File: config.mk
export PLATFORM = sky130hd
export DESIGN_NAME = timer_countdown
export DESIGN_NICKNAME = d
export VERILOG_FILES = /design/src/rtl/timer_pkg.sv /design/src/rtl/bcd_digit_down.sv /design/src/rtl/timer_countdown.sv
export SDC_FILE = /design/constraint.sdc
export NUM_CORES = 1
export LEC_CHECK = 0
export CAP_MARGIN = 20
export CORE_UTILIZATION = 30
export DETAILED_ROUTE_END_ITERATION = 16
export PLACE_DENSITY = 0.63
export SYNTH_ARGS = -nofsm -noshare
export SYNTH_HDL_FRONTEND = slang
export SYNTH_SLANG_ARGS = --single-unit
export TNS_END_PERCENT = 10
File: constraint.sdc
create_clock -name i_clk -period 2.2 [get_ports i_clk]
set_clock_uncertainty 0.05 [all_clocks]
set_input_delay 0.22 -clock i_clk [delete_from_list [all_inputs] [get_ports i_clk]]
set_output_delay 0.22 -clock i_clk [all_outputs]
set_load 0.03 [all_outputs]
File: src/rtl/timer_pkg.sv
// Shared types and constants for the MM:SS countdown timer.
package timer_pkg;

  typedef enum logic [1:0] {
    StIdle = 2'b00,
    StRun  = 2'b01,
    StDone = 2'b10
  } state_e;

  localparam logic [3:0] BCD_MAX      = 4'd9;
  localparam logic [3:0] SEC_TENS_MAX = 4'd5;

  // Four BCD digits, most significant first.
  typedef struct packed {
    logic [3:0] min_tens;
    logic [3:0] min_ones;
    logic [3:0] sec_tens;
    logic [3:0] sec_ones;
  } mmss_t;

  // Keypad entry: shift left one digit, new digit enters at seconds ones.
  function automatic mmss_t shift_in(mmss_t cur, logic [3:0] dig);
    mmss_t res;
    res.min_tens = cur.min_ones;
    res.min_ones = cur.sec_tens;
    res.sec_tens = cur.sec_ones;
    res.sec_ones = dig;
    return res;
  endfunction

  function automatic logic is_zero(mmss_t v);
    return (v == '0);
  endfunction

endpackage

File: src/rtl/bcd_digit_down.sv
// One BCD digit of the ripple-borrow decrementer.
module bcd_digit_down (
  input  logic [3:0] i_digit,
  input  logic       i_borrow,
  input  logic [3:0] i_wrap,
  output logic [3:0] o_digit,
  output logic       o_borrow
);

  // Decrement when borrowed from; a zero digit wraps and passes the borrow on.
  always_comb begin
    o_digit  = i_digit;
    o_borrow = 1'b0;
    if (i_borrow) begin
      if (i_digit == 4'd0) begin
        o_digit  = i_wrap;
        o_borrow = 1'b1;
      end else begin
        o_digit = i_digit - 4'd1;
      end
    end
  end

endmodule

File: src/rtl/timer_countdown.sv
// MM:SS setpoint entry and 1 Hz countdown with pause, clear and done states.
module timer_countdown
  import timer_pkg::*;
#(
  parameter logic [3:0] SEC_TENS_WRAP = SEC_TENS_MAX,
  parameter logic [3:0] DIGIT_WRAP    = BCD_MAX
) (
  input  logic       i_clk,
  input  logic       i_rst,
  input  logic [3:0] i_d,
  input  logic       i_loadn,
  input  logic       i_pgt_1hz,
  input  logic       i_startn,
  input  logic       i_stopn,
  input  logic       i_clearn,
  output logic [3:0] o_sec_ones,
  output logic [3:0] o_sec_tens,
  output logic [3:0] o_min_ones,
  output logic [3:0] o_min_tens,
  output logic       o_zero,
  output logic       o_running
);

  state_e r_state;
  state_e w_state_d;
  mmss_t  r_digits;
  mmss_t  w_digits_d;
  mmss_t  w_shifted;
  mmss_t  w_dec;
  logic   r_zero;
  logic   r_running;
  logic   r_loadn_q;
  logic   r_tick_q;
  logic   w_load_ev;
  logic   w_tick_ev;
  logic   w_load_ok;
  logic   w_b_so;
  logic   w_b_st;
  logic   w_b_mo;
  logic   w_underflow;

  assign w_load_ev = r_loadn_q & ~i_loadn;
  assign w_tick_ev = ~r_tick_q & i_pgt_1hz;
  // Non-BCD codes from the keypad are dropped.
  assign w_load_ok = w_load_ev & (i_d <= BCD_MAX);
  assign w_shifted = shift_in(r_digits, i_d);

  bcd_digit_down u_sec_ones (
    .i_digit  (r_digits.sec_ones),
    .i_borrow (1'b1),
    .i_wrap   (DIGIT_WRAP),
    .o_digit  (w_dec.sec_ones),
    .o_borrow (w_b_so)
  );

  bcd_digit_down u_sec_tens (
    .i_digit  (r_digits.sec_tens),
    .i_borrow (w_b_so),
    .i_wrap   (SEC_TENS_WRAP),
    .o_digit  (w_dec.sec_tens),
    .o_borrow (w_b_st)
  );

  bcd_digit_down u_min_ones (
    .i_digit  (r_digits.min_ones),
    .i_borrow (w_b_st),
    .i_wrap   (DIGIT_WRAP),
    .o_digit  (w_dec.min_ones),
    .o_borrow (w_b_mo)
  );

  bcd_digit_down u_min_tens (
    .i_digit  (r_digits.min_tens),
    .i_borrow (w_b_mo),
    .i_wrap   (DIGIT_WRAP),
    .o_digit  (w_dec.min_tens),
    .o_borrow (w_underflow)
  );

  // Next-state and next-digit decode; priority clear > stop > start > load/tick.
  always_comb begin
    w_state_d  = r_state;
    w_digits_d = r_digits;
    if (!i_clearn) begin
      w_digits_d = '0;
      w_state_d  = StIdle;
    end else begin
      unique case (r_state)
        StIdle: begin
          if (w_load_ok) begin
            w_digits_d = w_shifted;
          end
          // Start sees the post-load digits so load+start in one cycle works.
          if (i_stopn && !i_startn && !is_zero(w_digits_d)) begin
            w_state_d = StRun;
          end
        end
        StRun: begin
          if (!i_stopn) begin
            w_state_d = StIdle;
          end else if (w_tick_ev) begin
            // Underflow cannot occur from a nonzero count; clamp defensively.
            if (w_underflow) begin
              w_digits_d = '0;
              w_state_d  = StDone;
            end else begin
              w_digits_d = w_dec;
              if (is_zero(w_dec)) begin
                w_state_d = StDone;
              end
            end
          end
        end
        StDone: begin
          if (i_stopn && w_load_ok) begin
            w_digits_d = w_shifted;
            w_state_d  = StIdle;
          end
        end
        default: begin
          w_digits_d = '0;
          w_state_d  = StIdle;
        end
      endcase
    end
  end

  // State, digit and flag registers plus edge-detect history.
  always_ff @(posedge i_clk) begin
    if (i_rst) begin
      r_state   <= StIdle;
      r_digits  <= '0;
      r_zero    <= 1'b1;
      r_running <= 1'b0;
      r_loadn_q <= 1'b1;
      r_tick_q  <= 1'b1;
    end else begin
      r_state   <= w_state_d;
      r_digits  <= w_digits_d;
      r_zero    <= is_zero(w_digits_d);
      r_running <= (w_state_d == StRun);
      r_loadn_q <= i_loadn;
      r_tick_q  <= i_pgt_1hz;
    end
  end

  assign o_sec_ones = r_digits.sec_ones;
  assign o_sec_tens = r_digits.sec_tens;
  assign o_min_ones = r_digits.min_ones;
  assign o_min_tens = r_digits.min_tens;
  assign o_zero     = r_zero;
  assign o_running  = r_running;

endmodule

==> results.txt, run 1 <==
----------------------------------------------------
[Run status]
  Status ... finished with violations
  Failing checks ... setup timing

[Logic synthesis]
  Cell types occupying the most area after synthesis ... sky130_fd_sc_hd__dfxtp_1 23%, sky130_fd_sc_hd__mux2i_1 9.0%, sky130_fd_sc_hd__nor2_1 6.3%
  Number of enable flip-flop cells after synthesis ... 0
  Yosys Warn Count ... 0
  Netlist area before placement ... 1894 sq um
  FFs w/ async S/R, synth ... 0
  Most common flop cell mapped by yosys ... sky130_fd_sc_hd__dfxtp_1
  Syn nets ... 257
  Area share of the leading cell type in the synthesized netlist ... 0.2325
  Distinct cells, synth ... 61
  Cell count after synthesis ... 243
  Post-synth top cells ... 32 x sky130_fd_sc_hd__nor2_1, 22 x sky130_fd_sc_hd__dfxtp_1, 17 x sky130_fd_sc_hd__mux2i_1, 15 x sky130_fd_sc_hd__nand2_1
  Cell type with the largest total area after synthesis ... sky130_fd_sc_hd__dfxtp_1
  Register bit total from synthesis ... 22
  Share of synthesized area occupied by flip-flops and latches ... 0.2325
  Mean instance size in the synthesized netlist ... 7.796 sq um
  Most repeated cell in the gate-level netlist after synthesis ... sky130_fd_sc_hd__nor2_1

[Power]
  Sequential Power Share ... 0.425
  Internal power ... around 0.0007 W
  Clock network power share ... 0.317
  IR Drop Worst-Case VDD ... 0.1713 mV
  Total leakage power ... 1.271 nW
  Relative contribution of combinational cells to total power ... 0.258
  Sw Share ... 0.2789
  Pwr/cell area ... 318.7 nW/um^2
  Switching power total ... 0.0002660 W

[Timing]
  Accumulated negative setup slack ... -0.3867 ns
  Transition time of the tightest slew-check pin ... 0.5548 ns
  Unrepaired setup endpoints after global routing ... true
  Crit path time final ... 2.351 ns
  Max-slew headroom ... 0.6253
  Max Transition Viols Final ... 0
  Max Clock Freq ... between 400 and 500 MHz
  Number of endpoints with negative hold slack in the final report ... 0
  Worst path setup slack after routing ... -0.1513 ns
  Final setup fails ... 3
  Final Cycle Share ... 1.069
  Worst hold slack ... between 0.4 and 0.5 ns

[Clock network]
  Clock latency at the later pin of the worst-skew pair ... 0.27 ns
  Clock tree buffer depth ... 2
  Deepest level of the CTS H-tree ... 1
  Reg clk slew, reported paths ... 0.09 ns
  Sink Count ... 22
  TritonCTS clock tree ... done
  CTS root buffer ... sky130_fd_sc_hd__clkbuf_8
  CTS Buf Count ... 3
  Hold Buf Count CTS ... 0

[Die]
  Initial Util ... 0.3162
  Die Footprint ... around 6600 sq um
  Die width ... 81.47 um
  I/O pin count ... 29
  Height of the die ... between 80 and 90 um
  Floorplan row count ... 28
  Placeable core area ... 5991 sq um

[Setup path]
  Classification of the worst setup path ... register to register
  Critical path capture point type ... register
  Startpoint type of the worst setup path ... register
  Highest fanout seen on the critical path ... 6
  Arrival @ worst endpoint ... around 2.5 ns
  Worst path required time ... 2.33 ns

[Detailed routing]
  Total met3 wirelength after detailed routing ... 487 um
  Post-DR wirelength/cell ... about 17 um
  Antenna Nets Post-Route ... 0
  Number of design rule violations left after detail routing ... 0
  Via Count ... 2335
  Starting DRT DRC Count ... 253
  Drt total wl ... 6.918 mm
  Met2 Wirelength ... 3.331 mm
  Detail-routed via count per cell ... 5.654
  Number of optimization iterations in the first detailed-route pass ... 5
  Metal1 wirelength ... 2.943 mm
  Top layer used by detailed routing ... met4

[Global route]
  Global-route wire length before repair ... ~11 mm
  Initial antenna violation count ... 0
  Via count of the first global-routing pass ... between 2000 and 2500
  Largest net degree at the start of global routing ... 21
  Total track usage ... 0.2136
  Aggregate global routing overflow ... 0

[Final layout]
  Filler cells ... 581
  Antenna fix cells ... 0
  Finished Cell Area ... between 2000 and 3000 sq um
  Area of the multi-input gates ... ~1400 sq um
  Area Overhead vs Synth ... 57.99%
  Area taken by flip-flops and latches ... 456.7 sq um
  Fraction of layout cells with a size suffix above 1 ... 0.3876
  Fin nets ... 353

[Placed design]
  Post-DP HPWL ... 5.160 mm
  I/O Buffers ... 28
  Placed standard-cell area ... 2735 sq um
  Gp weighted congestion ... 0.9139

[Hold path]
  Worst min-delay path category ... input port to register

[Flow run]
  Number of max-capacitance violations reported ... 0

----------------------------------------------------
worst paths after layout:
| check | start | to | slack (ns) | cells after the start |
|---|---|---|---|---|
| hold / removal | i_loadn | r_loadn_q | 0.49 | 2 |
| hold reg to reg | r_tick_q | o_running | 0.62 | 2 |
| setup / recovery | o_sec_tens[0] | o_running | -0.15 | 10 |
| setup reg to reg | o_sec_tens[0] | o_running | -0.15 | 10 |
cell families (layout without fill, tap and decap cells):
group	after synthesis	in the layout	synth area share
simple gates	111	111	0.3303
compound gates	59	59	0.2563
buf+inv	30	125	0.06671
flops	22	22	0.2325
mux	17	17	0.08983
fa+ha+maj	3	3	0.01982
xor+xnor	1	1	0.004624
area by class of cell:
| class | instances | share of cell area |
|---|---|---|
| clock buffers | 4 | 0.01839 |
| inverters | 12 | 0.01505 |
| repair buffers | 109 | 0.3018 |
| well taps | 75 | 0.03135 |
| multi-input cells | 191 | 0.4808 |
| flip-flops and latches | 22 | 0.1526 |
power by group through the flow:
stage               logic [W]  clock network (W)  registers [W]
finish               0.000246           0.000302       0.000406
global route         0.000264           0.000326       0.000407
CTS                  0.000225           0.000317       0.000406
detailed placement   0.000220                  0       0.000416
global placement     0.000220                  0       0.000416
floorplan            0.000116                  0       0.000421
stage by stage:
step	total power (W)	setup slack, ns	cells	util
5_1_grt	0.0009966	-0.2325	413	0.4996
3_3_place_gp	0.0006352	-0.2600	395	0.4566
3_5_place_dp	0.0006354	-0.2764	395	0.4566
4_1_cts	0.0009485	-0.1304	403	0.4745
6_report	0.0009538	-0.1513	413	0.4996
2_1_floorplan	0.0005372	-0.07906	243	-
timing repair:
action | 4_1_cts | 5_1_grt
pin swaps | 8 | 13
resized for setup | 6 | 16
setup buffers | 4 | 10
setup endpoints to repair | 5 | 6
worst max-delay path: stages (launching register included):
cell and delay [ns]:
sky130_fd_sc_hd__dfxtp_2 0.33, sky130_fd_sc_hd__inv_1 0.07, sky130_fd_sc_hd__ha_2 0.18, sky130_fd_sc_hd__nor3b_4 0.25
sky130_fd_sc_hd__buf_4 0.16, sky130_fd_sc_hd__nand3_2 0.14, sky130_fd_sc_hd__o31a_1 0.30, sky130_fd_sc_hd__o211ai_2 0.19
sky130_fd_sc_hd__o32ai_4 0.12, sky130_fd_sc_hd__and3b_2 0.24, sky130_fd_sc_hd__o41ai_1 0.22
flip-flops by register name (all words and copies together), names as in the netlist:
register	flops
o_min_ones	4
o_min_tens	4
o_running	1
o_sec_ones	4
o_sec_tens	4
o_zero	1
r_loadn_q	1
r_state	2
r_tick_q	1
cell usage in the layout, fill, tap and decap left out, drive strengths merged, types with 3 or more instances in the layout:
cell           instances
o41ai                  5
o21ai                  6
nor3                   8
buf                   81
or4                    3
dfxtp                 22
or2                    3
clkbuf                 4
nand2                 15
inv                   12
nor3b                  3
o211ai                 4
clkdlybuf4s50         28
a21oi                 13
nand4                  5
o22a                   6
mux2i                 17
nand2b                 3
nand3b                 4
nor2b                  8
nand3                 14
nor2                  32
o32a                   3
ha                     3
nor4                   4
metal layers:
metal | global-route usage | vias to the layer above
li1 | - | 1099
met3 | 0.01889 | 23
met2 | 0.3508 | 125
met5 | 0 | -
met4 | 0.08393 | 0
met1 | 0.2865 | 1088
Power figures use the tool's default switching activity.
==> run 2: changes to the inputs <==
==> constraint.sdc (replaced) <==
create_clock -name i_clk -period 2.2 [get_ports i_clk]
set_clock_uncertainty 0.05 [all_clocks]
set_input_delay 0.44 -clock i_clk [delete_from_list [all_inputs] [get_ports i_clk]]
set_output_delay 0.44 -clock i_clk [all_outputs]
set_load 0.03 [all_outputs]
==> results.txt, run 2 (synthesis results as in run 1) <==
----------------------------------------------------
[Run status]
  Status ... finished with violations
  Failing checks ... setup timing

[Setup path]
  Critical path capture point type ... register
  Worst-case reg-to-reg path depth ... 7
  Classification of the worst setup path ... register to register
  Arrival @ worst endpoint ... around 2.4 ns
  Startpoint type of the worst setup path ... register
  Startpoint of the most critical register-to-register path ... o_sec_ones[0]
  Setup slack, reg-to-reg ... -0.10 ns
  Worst path required time ... 2.31 ns
  Capture instance of the worst register-to-register path ... o_running
  Highest fanout seen on the critical path ... 4

[Timing]
  Worst path setup slack after routing ... -0.1036 ns
  Transition time of the tightest slew-check pin ... ~0.40 ns
  Final setup fails ... 4
  Max Clock Freq ... 434.1 MHz
  Crit path time final ... 2.304 ns
  Max-slew headroom ... 0.7308
  Number of endpoints with negative hold slack in the final report ... 0
  Unrepaired setup endpoints after global routing ... true
  Final Cycle Share ... 1.047
  Max Transition Viols Final ... 0
  Accumulated negative setup slack ... -0.2999 ns

[Global route]
  Via count of the first global-routing pass ... between 2000 and 2500
  Global-route wire length before repair ... 10.61 mm
  Largest net degree at the start of global routing ... 21
  Total track usage ... 0.2122
  Initial antenna violation count ... 0
  Aggregate global routing overflow ... 0

[Final layout]
  Most common cell after layout, fill and taps aside ... sky130_fd_sc_hd__buf_4
  Antenna fix cells ... 0
  Final standard cell count with taps included and fillers excluded ... 408
  Top library cells by usage in the layout, fill and taps aside ... 74 x sky130_fd_sc_hd__buf_4, 32 x sky130_fd_sc_hd__nor2_1, 28 x sky130_fd_sc_hd__clkdlybuf4s50_1
  Filler cells ... 582
  Fin nets ... 348
  Fraction of layout cells with a size suffix above 1 ... 0.3694
  Area Overhead vs Synth ... 54.62%
  Finished Cell Area ... 2929 sq um

[Die]
  Height of the die ... 81.47 um
  Placeable core area ... around 6000 sq um
  Floorplan row count ... 28
  I/O pin count ... 29
  Die Footprint ... 6637 sq um
  Initial Util ... 0.3162
  Die width ... roughly 81 um

[Hold path]
  Worst Hold Path EP ... r_state[0]
  Worst min-delay path category ... register to register
  Count of cells along the worst hold path ... 2
  Start point of the worst hold path ... r_tick_q

[Power]
  Total leakage power ... 1.245 nW
  Pwr/cell area ... 324.5 nW/um^2
  IR Drop Worst-Case VDD ... 0.1547 mV

[Detailed routing]
  Drt total wl ... 6.662 mm
  Antenna Nets Post-Route ... 0
  Number of design rule violations left after detail routing ... 0
  Detail-routed via count per cell ... about 5.6
  Starting DRT DRC Count ... 209
  Via Count ... 2273
  Post-DR wirelength/cell ... 16.33 um
  Number of optimization iterations in the first detailed-route pass ... 6

[Placed design]
  Placed insts ... 402
  I/O Buffers ... 28
  Gp weighted congestion ... 0.9457
  Post-DP HPWL ... 5.172 mm
  Placed standard-cell area ... 2788 sq um

[Clock network]
  Clock latency at the later pin of the worst-skew pair ... 0.27 ns
  Clock tree buffer depth ... 2
  CTS root buffer ... sky130_fd_sc_hd__clkbuf_8
  CTS Buf Count ... 3
  TritonCTS clock tree ... done
  Deepest level of the CTS H-tree ... 1
  Reg clk slew, reported paths ... 0.09 ns
  Sink Count ... 22

[Flow run]
  Number of max-capacitance violations reported ... 0

----------------------------------------------------
-- run 2: worst max path at each step --
stage | slack, ns | depth (start not counted) | endpoint | start
2_1_floorplan | -0.08 | 9 | o_zero | o_sec_ones[1]
3_3_place_gp | -0.47 | 9 | o_zero | i_d[1]
3_5_place_dp | -0.48 | 9 | o_zero | i_d[1]
4_1_cts | -0.11 | 7 | o_running | o_sec_ones[0]
5_1_grt | -0.19 | 9 | r_state[0] | o_min_ones[0]
6_report | -0.10 | 7 | o_running | o_sec_ones[0]
-- run 2: critical path, cell delays in order, from the launching register on --
cell                       delay [ns]
sky130_fd_sc_hd__dfxtp_2         0.33
sky130_fd_sc_hd__or4_4           0.58
sky130_fd_sc_hd__o41ai_2         0.30
sky130_fd_sc_hd__o21a_2          0.21
sky130_fd_sc_hd__o211ai_2        0.10
sky130_fd_sc_hd__o32ai_4         0.32
sky130_fd_sc_hd__and3b_1         0.23
sky130_fd_sc_hd__o41ai_1         0.07
-- run 2: stage by stage --
stage	power [W]	hold slack [ns]	worst slack, ns	util
6_report	0.0009505	0.6089	-0.1036	0.4889
5_1_grt	0.0009865	0.6309	-0.1874	0.4889
4_1_cts	0.0009578	0.6148	-0.1055	0.4831
3_5_place_dp	0.0006379	0.5927	-0.4774	0.4653
3_3_place_gp	0.0006367	0.5877	-0.4682	0.4653
2_1_floorplan	0.0005372	0.4938	-0.07906	-
-- run 2: cell type report --
cell class	instances	area (sq um)	area share
Inverter	12	45.04	0.01538
Sequential cell	22	456.7	0.1559
Multi-Input combinational cell	191	1420	0.4848
Clock buffer	4	55.05	0.01880
Timing Repair Buffer	104	858.3	0.2930
Tap cell	75	93.84	0.03204
-- run 2: timing repair --
action	4_1_cts	5_1_grt
pin swaps	6	4
gates resized for setup	11	7
hold buffers	0	0
setup buffers	1	1
cloned	0	0
endpoints found under the setup margin	5	8
endpoints found under the hold margin	0	0
-- run 2: where the power goes --
group | internal, W | switching, W
sequential | 0.000402 | 0.00000329
clock | 0.000160 | 0.000149
combinational | 0.000120 | 0.000117
total | 0.000682 | 0.000268
-- run 2: metal layers --
metal	up-vias	wire length, um	track usage
li1	1087	-	-
met1	1055	2820	0.2740
met2	113	3109	0.3500
met3	18	531	0.02667
met4	0	201	0.09643
met5	-	0	0
==> run 3: changes to the inputs <==
ABC_CLOCK_PERIOD_IN_PS = 2200   (was default)
==> results of run 3 <==
The final DEF is identical to that of run 2; final timing and power are the same.
